`config.mk`:
```
export PLATFORM = sky130hd
export DESIGN_NAME = mem_wb_pipe_reg_flat
export DESIGN_NICKNAME = d
export VERILOG_FILES = /design/src/rtl/mem_wb_pipe_reg_pkg.sv /design/src/rtl/mem_wb_pipe_reg_if.sv /design/src/rtl/mem_wb_pipe_reg_skid_buf.sv /design/src/rtl/mem_wb_pipe_reg.sv /design/src/flat_wrapper.sv
export SDC_FILE = /design/constraint.sdc
export NUM_CORES = 1
export LEC_CHECK = 0
export BUFFER_PORTS_ARGS = -buffer_cell sky130_fd_sc_hd__buf_2
export CAP_MARGIN = 20
export CORE_ASPECT_RATIO = 0.9
export CORE_UTILIZATION = 34
export DETAILED_ROUTE_END_ITERATION = 6
export SYNTH_ARGS = -nofsm -noshare
export SYNTH_HDL_FRONTEND = slang
export SYNTH_SLANG_ARGS = --single-unit
```
`constraint.sdc`:
```
create_clock -name clk -period 3.43 [get_ports clk]
set_input_delay 0.343 -clock clk [delete_from_list [all_inputs] [get_ports clk]]
set_output_delay 0.343 -clock clk [all_outputs]
set_load 0.02 [all_outputs]
```
`src/rtl/mem_wb_pipe_reg_pkg.sv`:
```
// Shared types for the MEM->WB pipeline register: skid FSM states and default payload layout.
package mem_wb_pipe_reg_pkg;

    localparam int DEF_WIDTH   = 32;
    localparam int DEF_RADDR_W = 5;
    localparam int DEF_RSRC_W  = 2;
    localparam int DEF_CNT_W   = 16;

    typedef enum logic [1:0] {
        EMPTY = 2'd0,
        FULL  = 2'd1,
        SKID  = 2'd2
    } pipe_state_t;

    // Payload layout at the default widths; the top builds its own at its parameters.
    typedef struct packed {
        logic                   reg_write;
        logic [DEF_RSRC_W-1:0]  result_src;
        logic [DEF_WIDTH-1:0]   read_data;
        logic [DEF_WIDTH-1:0]   alu_result;
        logic [DEF_RADDR_W-1:0] rd;
        logic [DEF_WIDTH-1:0]   pc_plus4;
    } mem_wb_t;

endpackage

```
`src/rtl/mem_wb_pipe_reg_if.sv`:
```
// MEM->WB bundle: MEM-side payload with handshake, WB-side payload with handshake, flush and stall counter.
interface mem_wb_pipe_reg_if
    import mem_wb_pipe_reg_pkg::*;
#(
    parameter int WIDTH   = DEF_WIDTH,
    parameter int RADDR_W = DEF_RADDR_W,
    parameter int RSRC_W  = DEF_RSRC_W,
    parameter int CNT_W   = DEF_CNT_W
);
    logic               flush;
    logic               in_valid;
    logic               in_ready;
    logic               RegWriteM;
    logic [RSRC_W-1:0]  ResultSrcM;
    logic [WIDTH-1:0]   ReadDataM;
    logic [WIDTH-1:0]   ALUResultM;
    logic [RADDR_W-1:0] RdM;
    logic [WIDTH-1:0]   PCPlus4M;
    logic               out_valid;
    logic               out_ready;
    logic               RegWriteW;
    logic [RSRC_W-1:0]  ResultSrcW;
    logic [WIDTH-1:0]   ReadDataW;
    logic [WIDTH-1:0]   ALUResultW;
    logic [RADDR_W-1:0] RdW;
    logic [WIDTH-1:0]   PCPlus4W;
    logic [CNT_W-1:0]   stall_cnt;

    modport master (
        output flush, in_valid, RegWriteM, ResultSrcM, ReadDataM, ALUResultM, RdM, PCPlus4M,
        output out_ready,
        input  in_ready, out_valid, RegWriteW, ResultSrcW, ReadDataW, ALUResultW, RdW, PCPlus4W,
        input  stall_cnt
    );

    modport slave (
        input  flush, in_valid, RegWriteM, ResultSrcM, ReadDataM, ALUResultM, RdM, PCPlus4M,
        input  out_ready,
        output in_ready, out_valid, RegWriteW, ResultSrcW, ReadDataW, ALUResultW, RdW, PCPlus4W,
        output stall_cnt
    );
endinterface

```
`src/rtl/mem_wb_pipe_reg_skid_buf.sv`:
```
// Generic 2-entry valid/ready skid register; outputs always show the main entry.
// Latency: 1 cycle accept -> out_valid when empty.
// Backpressure: in_ready drops only when both entries are held; no comb path from out_ready.
module pipe_skid_buf
    import mem_wb_pipe_reg_pkg::*;
#(
    parameter type T = logic [31:0]
) (
    input  logic clk,
    input  logic rst,
    input  logic flush,
    input  logic in_valid,
    output logic in_ready,
    input  T     in_data,
    output logic out_valid,
    input  logic out_ready,
    output T     out_data
);
    pipe_state_t state;
    T            main_q;
    T            skid_q;
    logic        accept;
    logic        deliver;

    assign in_ready  = (state != SKID);
    assign out_valid = (state != EMPTY);
    assign out_data  = main_q;
    assign accept    = in_valid & in_ready;
    assign deliver   = out_valid & out_ready;

    always_ff @(posedge clk or negedge rst) begin
        if (!rst) begin
            state  <= EMPTY;
            main_q <= '0;
            skid_q <= '0;
        end else if (flush) begin
            // Payload registers keep stale data; out_valid masks them.
            state <= EMPTY;
        end else begin
            case (state)
                EMPTY: begin
                    if (accept) begin
                        main_q <= in_data;
                        state  <= FULL;
                    end
                end
                FULL: begin
                    if (accept && deliver) begin
                        main_q <= in_data;
                    end else if (accept) begin
                        skid_q <= in_data;
                        state  <= SKID;
                    end else if (deliver) begin
                        state <= EMPTY;
                    end
                end
                SKID: begin
                    if (deliver) begin
                        main_q <= skid_q;
                        state  <= FULL;
                    end
                end
                default: state <= EMPTY;
            endcase
        end
    end
endmodule

```
`src/rtl/mem_wb_pipe_reg.sv`:
```
// MEM->WB pipeline register: skid buffer plus x0-safe RegWrite gating and a saturating stall counter.
// Latency: 1 cycle from accept to out_valid when empty.
// Backpressure: absorbs one extra instruction under WB stall, then deasserts in_ready.
module mem_wb_pipe_reg
    import mem_wb_pipe_reg_pkg::*;
#(
    parameter int WIDTH   = DEF_WIDTH,
    parameter int RADDR_W = DEF_RADDR_W,
    parameter int RSRC_W  = DEF_RSRC_W,
    parameter int CNT_W   = DEF_CNT_W
) (
    input logic clk,
    input logic rst,
    mem_wb_pipe_reg_if.slave bus
);
    typedef struct packed {
        logic               reg_write;
        logic [RSRC_W-1:0]  result_src;
        logic [WIDTH-1:0]   read_data;
        logic [WIDTH-1:0]   alu_result;
        logic [RADDR_W-1:0] rd;
        logic [WIDTH-1:0]   pc_plus4;
    } entry_t;

    localparam logic [CNT_W-1:0] CNT_MAX = '1;

    entry_t           in_ent;
    entry_t           out_ent;
    logic             in_rdy;
    logic             out_vld;
    logic [CNT_W-1:0] stall_q;

    assign in_ent = '{
        reg_write:  bus.RegWriteM,
        result_src: bus.ResultSrcM,
        read_data:  bus.ReadDataM,
        alu_result: bus.ALUResultM,
        rd:         bus.RdM,
        pc_plus4:   bus.PCPlus4M
    };

    pipe_skid_buf #(.T(entry_t)) u_skid (
        .clk       (clk),
        .rst       (rst),
        .flush     (bus.flush),
        .in_valid  (bus.in_valid),
        .in_ready  (in_rdy),
        .in_data   (in_ent),
        .out_valid (out_vld),
        .out_ready (bus.out_ready),
        .out_data  (out_ent)
    );

    assign bus.in_ready   = in_rdy;
    assign bus.out_valid  = out_vld;
    // Bubbles and writes to x0 must never reach the register file.
    assign bus.RegWriteW  = out_ent.reg_write & out_vld & (out_ent.rd != '0);
    assign bus.ResultSrcW = out_ent.result_src;
    assign bus.ReadDataW  = out_ent.read_data;
    assign bus.ALUResultW = out_ent.alu_result;
    assign bus.RdW        = out_ent.rd;
    assign bus.PCPlus4W   = out_ent.pc_plus4;
    assign bus.stall_cnt  = stall_q;

    always_ff @(posedge clk or negedge rst) begin
        if (!rst) begin
            stall_q <= '0;
        end else if (out_vld && !bus.out_ready && (stall_q != CNT_MAX)) begin
            stall_q <= stall_q + 1'b1;
        end
    end
endmodule

```
`src/flat_wrapper.sv`:
```
// flat-port wrapper written by rule: the top's interface ports become plain ports
module mem_wb_pipe_reg_flat import mem_wb_pipe_reg_pkg::*;
#(
    parameter int WIDTH   = DEF_WIDTH,
    parameter int RADDR_W = DEF_RADDR_W,
    parameter int RSRC_W  = DEF_RSRC_W,
    parameter int CNT_W   = DEF_CNT_W
)
  (clk, rst, bus_flush, bus_in_valid, bus_RegWriteM, bus_ResultSrcM, bus_ReadDataM, bus_ALUResultM, bus_RdM, bus_PCPlus4M, bus_out_ready, bus_in_ready, bus_out_valid, bus_RegWriteW, bus_ResultSrcW, bus_ReadDataW, bus_ALUResultW, bus_RdW, bus_PCPlus4W, bus_stall_cnt);
  mem_wb_pipe_reg_if #(.WIDTH(WIDTH), .RADDR_W(RADDR_W), .RSRC_W(RSRC_W), .CNT_W(CNT_W)) bus_i ();
  input logic clk;
  input logic rst;
  input wire logic [$bits(bus_i.flush)-1:0] bus_flush;
  input wire logic [$bits(bus_i.in_valid)-1:0] bus_in_valid;
  input wire logic [$bits(bus_i.RegWriteM)-1:0] bus_RegWriteM;
  input wire logic [$bits(bus_i.ResultSrcM)-1:0] bus_ResultSrcM;
  input wire logic [$bits(bus_i.ReadDataM)-1:0] bus_ReadDataM;
  input wire logic [$bits(bus_i.ALUResultM)-1:0] bus_ALUResultM;
  input wire logic [$bits(bus_i.RdM)-1:0] bus_RdM;
  input wire logic [$bits(bus_i.PCPlus4M)-1:0] bus_PCPlus4M;
  input wire logic [$bits(bus_i.out_ready)-1:0] bus_out_ready;
  output wire logic [$bits(bus_i.in_ready)-1:0] bus_in_ready;
  output wire logic [$bits(bus_i.out_valid)-1:0] bus_out_valid;
  output wire logic [$bits(bus_i.RegWriteW)-1:0] bus_RegWriteW;
  output wire logic [$bits(bus_i.ResultSrcW)-1:0] bus_ResultSrcW;
  output wire logic [$bits(bus_i.ReadDataW)-1:0] bus_ReadDataW;
  output wire logic [$bits(bus_i.ALUResultW)-1:0] bus_ALUResultW;
  output wire logic [$bits(bus_i.RdW)-1:0] bus_RdW;
  output wire logic [$bits(bus_i.PCPlus4W)-1:0] bus_PCPlus4W;
  output wire logic [$bits(bus_i.stall_cnt)-1:0] bus_stall_cnt;
  assign bus_i.flush = bus_flush;
  assign bus_i.in_valid = bus_in_valid;
  assign bus_i.RegWriteM = bus_RegWriteM;
  assign bus_i.ResultSrcM = bus_ResultSrcM;
  assign bus_i.ReadDataM = bus_ReadDataM;
  assign bus_i.ALUResultM = bus_ALUResultM;
  assign bus_i.RdM = bus_RdM;
  assign bus_i.PCPlus4M = bus_PCPlus4M;
  assign bus_i.out_ready = bus_out_ready;
  assign bus_in_ready = bus_i.in_ready;
  assign bus_out_valid = bus_i.out_valid;
  assign bus_RegWriteW = bus_i.RegWriteW;
  assign bus_ResultSrcW = bus_i.ResultSrcW;
  assign bus_ReadDataW = bus_i.ReadDataW;
  assign bus_ALUResultW = bus_i.ALUResultW;
  assign bus_RdW = bus_i.RdW;
  assign bus_PCPlus4W = bus_i.PCPlus4W;
  assign bus_stall_cnt = bus_i.stall_cnt;
  mem_wb_pipe_reg #(.WIDTH(WIDTH), .RADDR_W(RADDR_W), .RSRC_W(RSRC_W), .CNT_W(CNT_W)) u_core (.clk(clk), .rst(rst), .bus(bus_i));
endmodule
```
# Word level (Yosys, flattened, before mapping)
# Index checks and enable logic that the tools add are counted.
[word_totals]
reg_bits = 226
input_bits = 109
output_inout_bits = 122
elab_cells = 54
[classes]
add_sub_neg = 1
n_eq_ne = 11
muxes = 11
bitwise_logic = 6
n_reduce_logical = 11
[ops]
columns = ["operator", "n"]
rows = [
  ["2-to-1 mux 104 bit", 3],
  ["case mux 104 bit (3 select lines)", 1],
  ["adder 16 x 1 -> 16 bit (second input constant)", 1],
  ["inequality test 16 bit (second input constant)", 1],
  ["2-to-1 mux 2 bit", 6],
  ["inequality test 3 bit (second input constant)", 3],
  ["inequality test 2 bit (second input constant)", 4],
  ["AND reduction 4 bit", 2],
  ["case mux 2 bit (3 select lines)", 1],
  ["AND reduction 5 bit", 1],
  ["nonzero test 5 bit", 1],
  ["bitwise AND 1 bit", 4],
  ["inequality test 4 bit (second input constant)", 1],
  ["logical AND 1 bit", 3],
  ["nonzero test 3 bit", 1],
  ["equality test 2 x 1 -> 1 bit (second input constant)", 1],
  ["equality test 2 bit (second input constant)", 1],
  ["zero test 2 bit", 1],
  ["inverter 1 bit", 2],
  ["nonzero test 2 bit", 1],
  ["zero test 1 bit", 1],
]

# Longest topological paths before layout
[depth]
word_depth = 7
depth_mapped = 8
mapped_depth_nobuf = 5

# Hierarchy
# A second synthesis with hierarchy kept.
[unflattened]
cells_unflattened = 645
area_unflattened_um2 = 10309.9
[modules_own_cells]
columns = ["module", "n_inst", "cells_each", "area_per_inst_um2", "seq_area_each_um2"]
rows = [
  ["pipe_skid_buf", 1, 572, 9480.3, 5255.0],
  ["mem_wb_pipe_reg", 1, 73, 829.5, 400.4],
]

# Worst setup path before layout
# OpenSTA, ideal clock, no wires.
[synth_timing]
path_type = "register to register"
start = "reg u_core.u_skid.state[0]"
end = "reg u_core.u_skid.main_q, in the netlist u_core.u_skid.out_data[11]"
setup_ns = 0.127
t_arrival_ns = 1.719
t_required_ns = 3.303
path_slack_ns = 1.584
stages_incl_launch_ff = 7
path_buffers = 3
synth_period_minus_slack_ns = 1.846
path_cell_list = "dfrtp_1 -> buf_4 -> nor2b_1 -> buf_6 -> clkbuf_1 -> mux2_2 -> mux2_1"
[synth_between]
elab_chain_len = 5
word_cells_on_any_way = 14
cone_classes = "eq/ne: 6; mux: 1; bitwise: 2; reduce/logical: 5"
[synth_rtl]
columns = ["element", "line", "text"]
rows = [
  ["start: declaration", "mem_wb_pipe_reg_skid_buf.sv:19", "pipe_state_t state;"],
  ["start signal: assignment", "mem_wb_pipe_reg_skid_buf.sv:33", "state <= EMPTY;"],
  ["start signal: assignment", "mem_wb_pipe_reg_skid_buf.sv:38", "state <= EMPTY;"],
  ["start signal: assignment", "mem_wb_pipe_reg_skid_buf.sv:44", "state <= FULL;"],
  ["inequality test 2 bit or nonzero test 2 bit (tied branches)", "mem_wb_pipe_reg_skid_buf.sv:25, mem_wb_pipe_reg_skid_buf.sv:26", ""],
  ["bitwise AND 1 bit (on tied branches)", "mem_wb_pipe_reg_skid_buf.sv:28, mem_wb_pipe_reg_skid_buf.sv:29", ""],
  ["logical AND 1 bit", "mem_wb_pipe_reg_skid_buf.sv:48", "if (accept && deliver) begin"],
  ["inequality test 2 bit (no source line)", "--", ""],
  ["AND reduction 5 bit (no source line)", "--", ""],
  ["end signal: assignment", "mem_wb_pipe_reg_skid_buf.sv:43", "main_q <= in_data;"],
  ["end signal: assignment", "mem_wb_pipe_reg_skid_buf.sv:49", "main_q <= in_data;"],
  ["end signal: assignment", "mem_wb_pipe_reg_skid_buf.sv:59", "main_q <= skid_q;"],
  ["end: declaration", "mem_wb_pipe_reg_skid_buf.sv:20", "T main_q;"],
]
# Parallel ways exist; a longest one is shown, timed or not.
# A chain may end at the register's enable or synchronous reset.

# Worst setup path in the final report
[layout_timing]
start = "reg u_core.u_skid.state[0]"
end = "out bus_in_ready"
[layout_between]
elab_chain_len = 1
[layout_rtl]
columns = ["element", "line", "text"]
rows = [
  ["inequality test 2 bit", "mem_wb_pipe_reg_skid_buf.sv:25", "assign in_ready = (state != SKID);"],
  ["end: declaration", "flat_wrapper.sv:22", "output wire logic [$bits(bus_i.in_ready)-1:0] bus_in_ready;"],
]
# No other way between the ends.

==> out/results.tsv <==
stage	metric	value	unit
global_route	Total GRT Usage	0.1329	
setup_path	RR Endpoint	u_core.u_skid.out_data[102]$_DFFE_PN0P_	
outcome	outcome	completed	
finish	fraction of layout cells with a size suffix above 1	0.6478	
sta	final setup violating endpoints	0	
setup_path	CP Cell Sequence	nor2b_4, buf_4, inv_1, buf_2	
setup_path	worst setup path class	register to output port	
worst_hold_path	Tightest Hold Check Type	input pin to register	
die	die area	32570	µm²
yosys	Synth area leaders	dfrtp_1 52%, mux2_2 26%, buf_4 7.3%, mux2_4 5.3%, mux2_1 2.3%	
setup_path	WP buf/inv	3	
cts	post-CTS setup buffer count	0	
global_route	largest net degree at the start of global routing	109	
sta	Final min period	2.479	ns
place	# port buffers	230	
setup_path	slowest cell on the critical path	buf_4	
yosys	YS warnings	0	
yosys	synth unique cells	36	
cts	H-tree lvl count	1	
finish	layout overhead on the synthesized area	15.82	%
power	Power Internal	5938	µW
yosys	Seq cells post-synth	226	
power	Flop pwr share	0.442	
setup_path	Max Fanout on Critical Path	49	
global_route	first-pass GRT wire length	34.60	mm
power	Clk network pwr share	0.351	
worst_hold_path	hold path start	bus_flush	
cts	Clock Sinks	226	
setup_path	Critical R2R Launch	u_core.u_skid.state[1]$_DFFE_PN0P_	
die	# rows	61	
sta	slew margin rel.	0.4045	
place	HPWL after detailed placement	13.96	mm
setup_path	slack of the worst reg-to-reg path	1.18	ns
yosys	Cells after Synth	751	
finish	area of the multi-input gates	4168	µm²
finish	fill cell count	2988	
setup_path	worst endpoint required time	3.09	ns
worst_hold_path	WHS Endpoint	u_core.u_skid.state[0]$_DFFE_PN0P_	
sta	RSZ-0062 raised after global routing	no	
sta	fin. max-slew vios	0	
yosys	most common cell in the netlist	mux2_2	
detailed_routing	DRC viols	0	
yosys	largest family of logic cells by synthesized area	multiplexers	
setup_path	Setup crit end kind	output port	
sta	Peak Freq	0.4035	GHz
sta	Final Hold Fails	0	
yosys	EDFF count, synth	0	
yosys	Synth Area in Compound Gates	0.007280	
detailed_routing	routed vias/inst	4.599	
flow_run	Max Cap Viol	0	
yosys	Post-Synth Simple-Gate Area	0.02346	
cts	CTS buffer count	26	
detailed_routing	Routed Antenna Nets	0	
global_route	antenna violations before repair	4	
yosys	top cell type's share of synthesized area	0.5223	
yosys	post-synthesis mux area share	0.3407	
detailed_routing	vias	6025	
die	I/O pin count	231	
power	Net Switching	2277	µW
die	starting density of the core	0.3477	
yosys	average size of a mapped cell	14.42	µm²
sta	total negative slack	0	ns
power	Leak	0.005798	µW
sta	clock skew	0.01608	ns
die	Die X	190.1	µm
finish	FF+latch area	5655	µm²
finish	final net count	992	
yosys	adder-cell share of the synthesized area	0.001156	
setup_path	startpoint types	register	
detailed_routing	initial drt markers	121	
yosys	Synthesized Nets	861	
yosys	Synth Area in XOR/XNOR	0.01052	
yosys	asr flop ratio synth	1.000	
die	DIE HEIGHT	171.3	µm
setup_path	path depth of the worst reg2reg path	5	
cts	Longest Clk Path Bufs	3	
cts	clk_lat worst skew	0.53	ns
sta	crit share post-route	0.7226	
power	Worst IR Drop VDD	0.0003570	V
cts	Reg clk slew, reported paths	0.06	ns
power	PD cells	655.0	nW/µm²
cts	CTS Root Cell	clkbuf_16	
global_route	GR Overflow Total	0	
sta	Worst-Margin Slew	0.8851	ns
setup_path	CP arrival	2.14	ns
power	Final Power	8214	µW
yosys	commonest cells in the netlist	254 x mux2_2, 226 x dfrtp_1, 105 x buf_4	
detailed_routing	drt first pass iters	4	
power	switching share of power	0.2772	
cts	CTS tree	built	
cts	post-CTS sizing	0	
setup_path	cell family contributing the most delay on the critical path	buffers and inverters	
detailed_routing	drt wl/cell	16.67	µm
yosys	most common flop cell mapped by yosys	dfrtp_1	
global_route	vias in the first global route	6309	
yosys	Syn Std Cell Area	10830	µm²
setup_path	CP peak stage delay	0.61	ns
power	combinational power share	0.207	
place	GP Congestion	0.7495	
detailed_routing	drt total wl	21.84	mm
yosys	Yosys top cell by area	dfrtp_1	
yosys	register area share after synthesis	0.5223	
worst_hold_path	WHS Path Cells	2	
die	Core Area	31140	µm²
[placed cells by master (no fill, tap or decap), types with 2 or more instances in the layout]
cell type and instances:
xnor2_1 3, clkinv_2 8, bufinv_16 3, a21oi_1 2, nand3_1 9, buf_2 229, mux2_1 22, dfrtp_1 226
clkbuf_16 27, mux2_2 254, buf_4 7, clkbuf_1 2, buf_12 4, nor3_1 4, mux2_4 38, nand4_1 3
nand2_1 5, clkbuf_8 6, xor2_1 10, and4_1 4, nor4_1 3, nor2_1 10
[per-layer routing]
layer  up-vias  track usage  routed length [µm]
li1       2813            -                   -
met1      3015       0.1824               10300
met2       154       0.2044                9592
met3        37      0.03918                1458
met4         6      0.03296                 457
met5         -            0                  35
[flip-flops by register name (all words and copies together) (netlist names)]
name                    flops
u_core.u_skid.skid_q      104
u_core.u_skid.state         2
u_core.u_skid.out_data    104
u_core.bus.stall_cnt       16
[worst max path at each step]
stage | start | end | cells past startpoint | slack (ns)
final | u_core.u_skid.state[0]$_DFFE_PN0P_ | bus_in_ready | 4 | 0.95
after global routing | u_core.u_skid.state[0]$_DFFE_PN0P_ | bus_in_ready | 4 | 0.82
after CTS | u_core.u_skid.state[0]$_DFFE_PN0P_ | bus_in_ready | 4 | 0.90
after detailed placement | bus_in_valid | u_core.u_skid.out_data[57]$_DFFE_PN0P_ | 6 | 1.20
after global placement | bus_in_valid | u_core.u_skid.out_data[102]$_DFFE_PN0P_ | 6 | 1.23
after floorplan | u_core.u_skid.state[0]$_DFFE_PN0P_ | u_core.u_skid.out_data[11]$_DFFE_PN0P_ | 6 | 1.58
[repair_timing]
item / 4_1_cts / 5_1_grt
hold buffers: 1 / 0
hold endpoints to repair: 103 / 0
setup endpoints to repair: 0 / 0
[through the flow]
stage	cell area [µm²]	setup WS [ns]	instances	hold slack (ns)	utilization
5_1_grt	12540	0.8204	1309	0.01992	0.4026
6_report	12540	0.9514	1310	0.04019	0.4027
4_1_cts	12540	0.8970	1309	0.01150	0.4026
2_1_floorplan	10830	1.584	751	0.04741	-
3_3_place_gp	11630	1.229	1262	0.4638	0.3736
3_5_place_dp	11630	1.199	1262	0.4702	0.3736
[power by group through the flow]
stage               clock network (µW)  registers [µW]  logic (µW)
finish                            2880            3630        1700
global route                      3090            3710        1840
CTS                               2980            3630        1740
detailed placement                   0            3670        1730
global placement                     0            3650        1700
floorplan                            0            3610        1520
[cell type report]
cell class / instances / area share
clock inverters: 11 / 0.01038
inverters: 1 / 0.0002993
well taps: 409 / 0.04081
diodes: 1 / 0.0001995
clock buffers: 35 / 0.06106
multi-input cells: 385 / 0.3323
repair buffers: 242 / 0.1040
flip-flops and latches: 226 / 0.4510
[logic make-up (layout without fill, tap and decap cells)]
logic type	count (synthesis)	count (layout)
flip-flops	226	226
XOR/XNOR	13	13
multiplexers	315	315
AND/OR/NAND/NOR	47	47
other	0	1
adder cells (fa/ha/maj)	1	1
AO/OA/AOI/OAI	9	9
buffers and inverters	140	289
(Power assumes the default switching activity.)
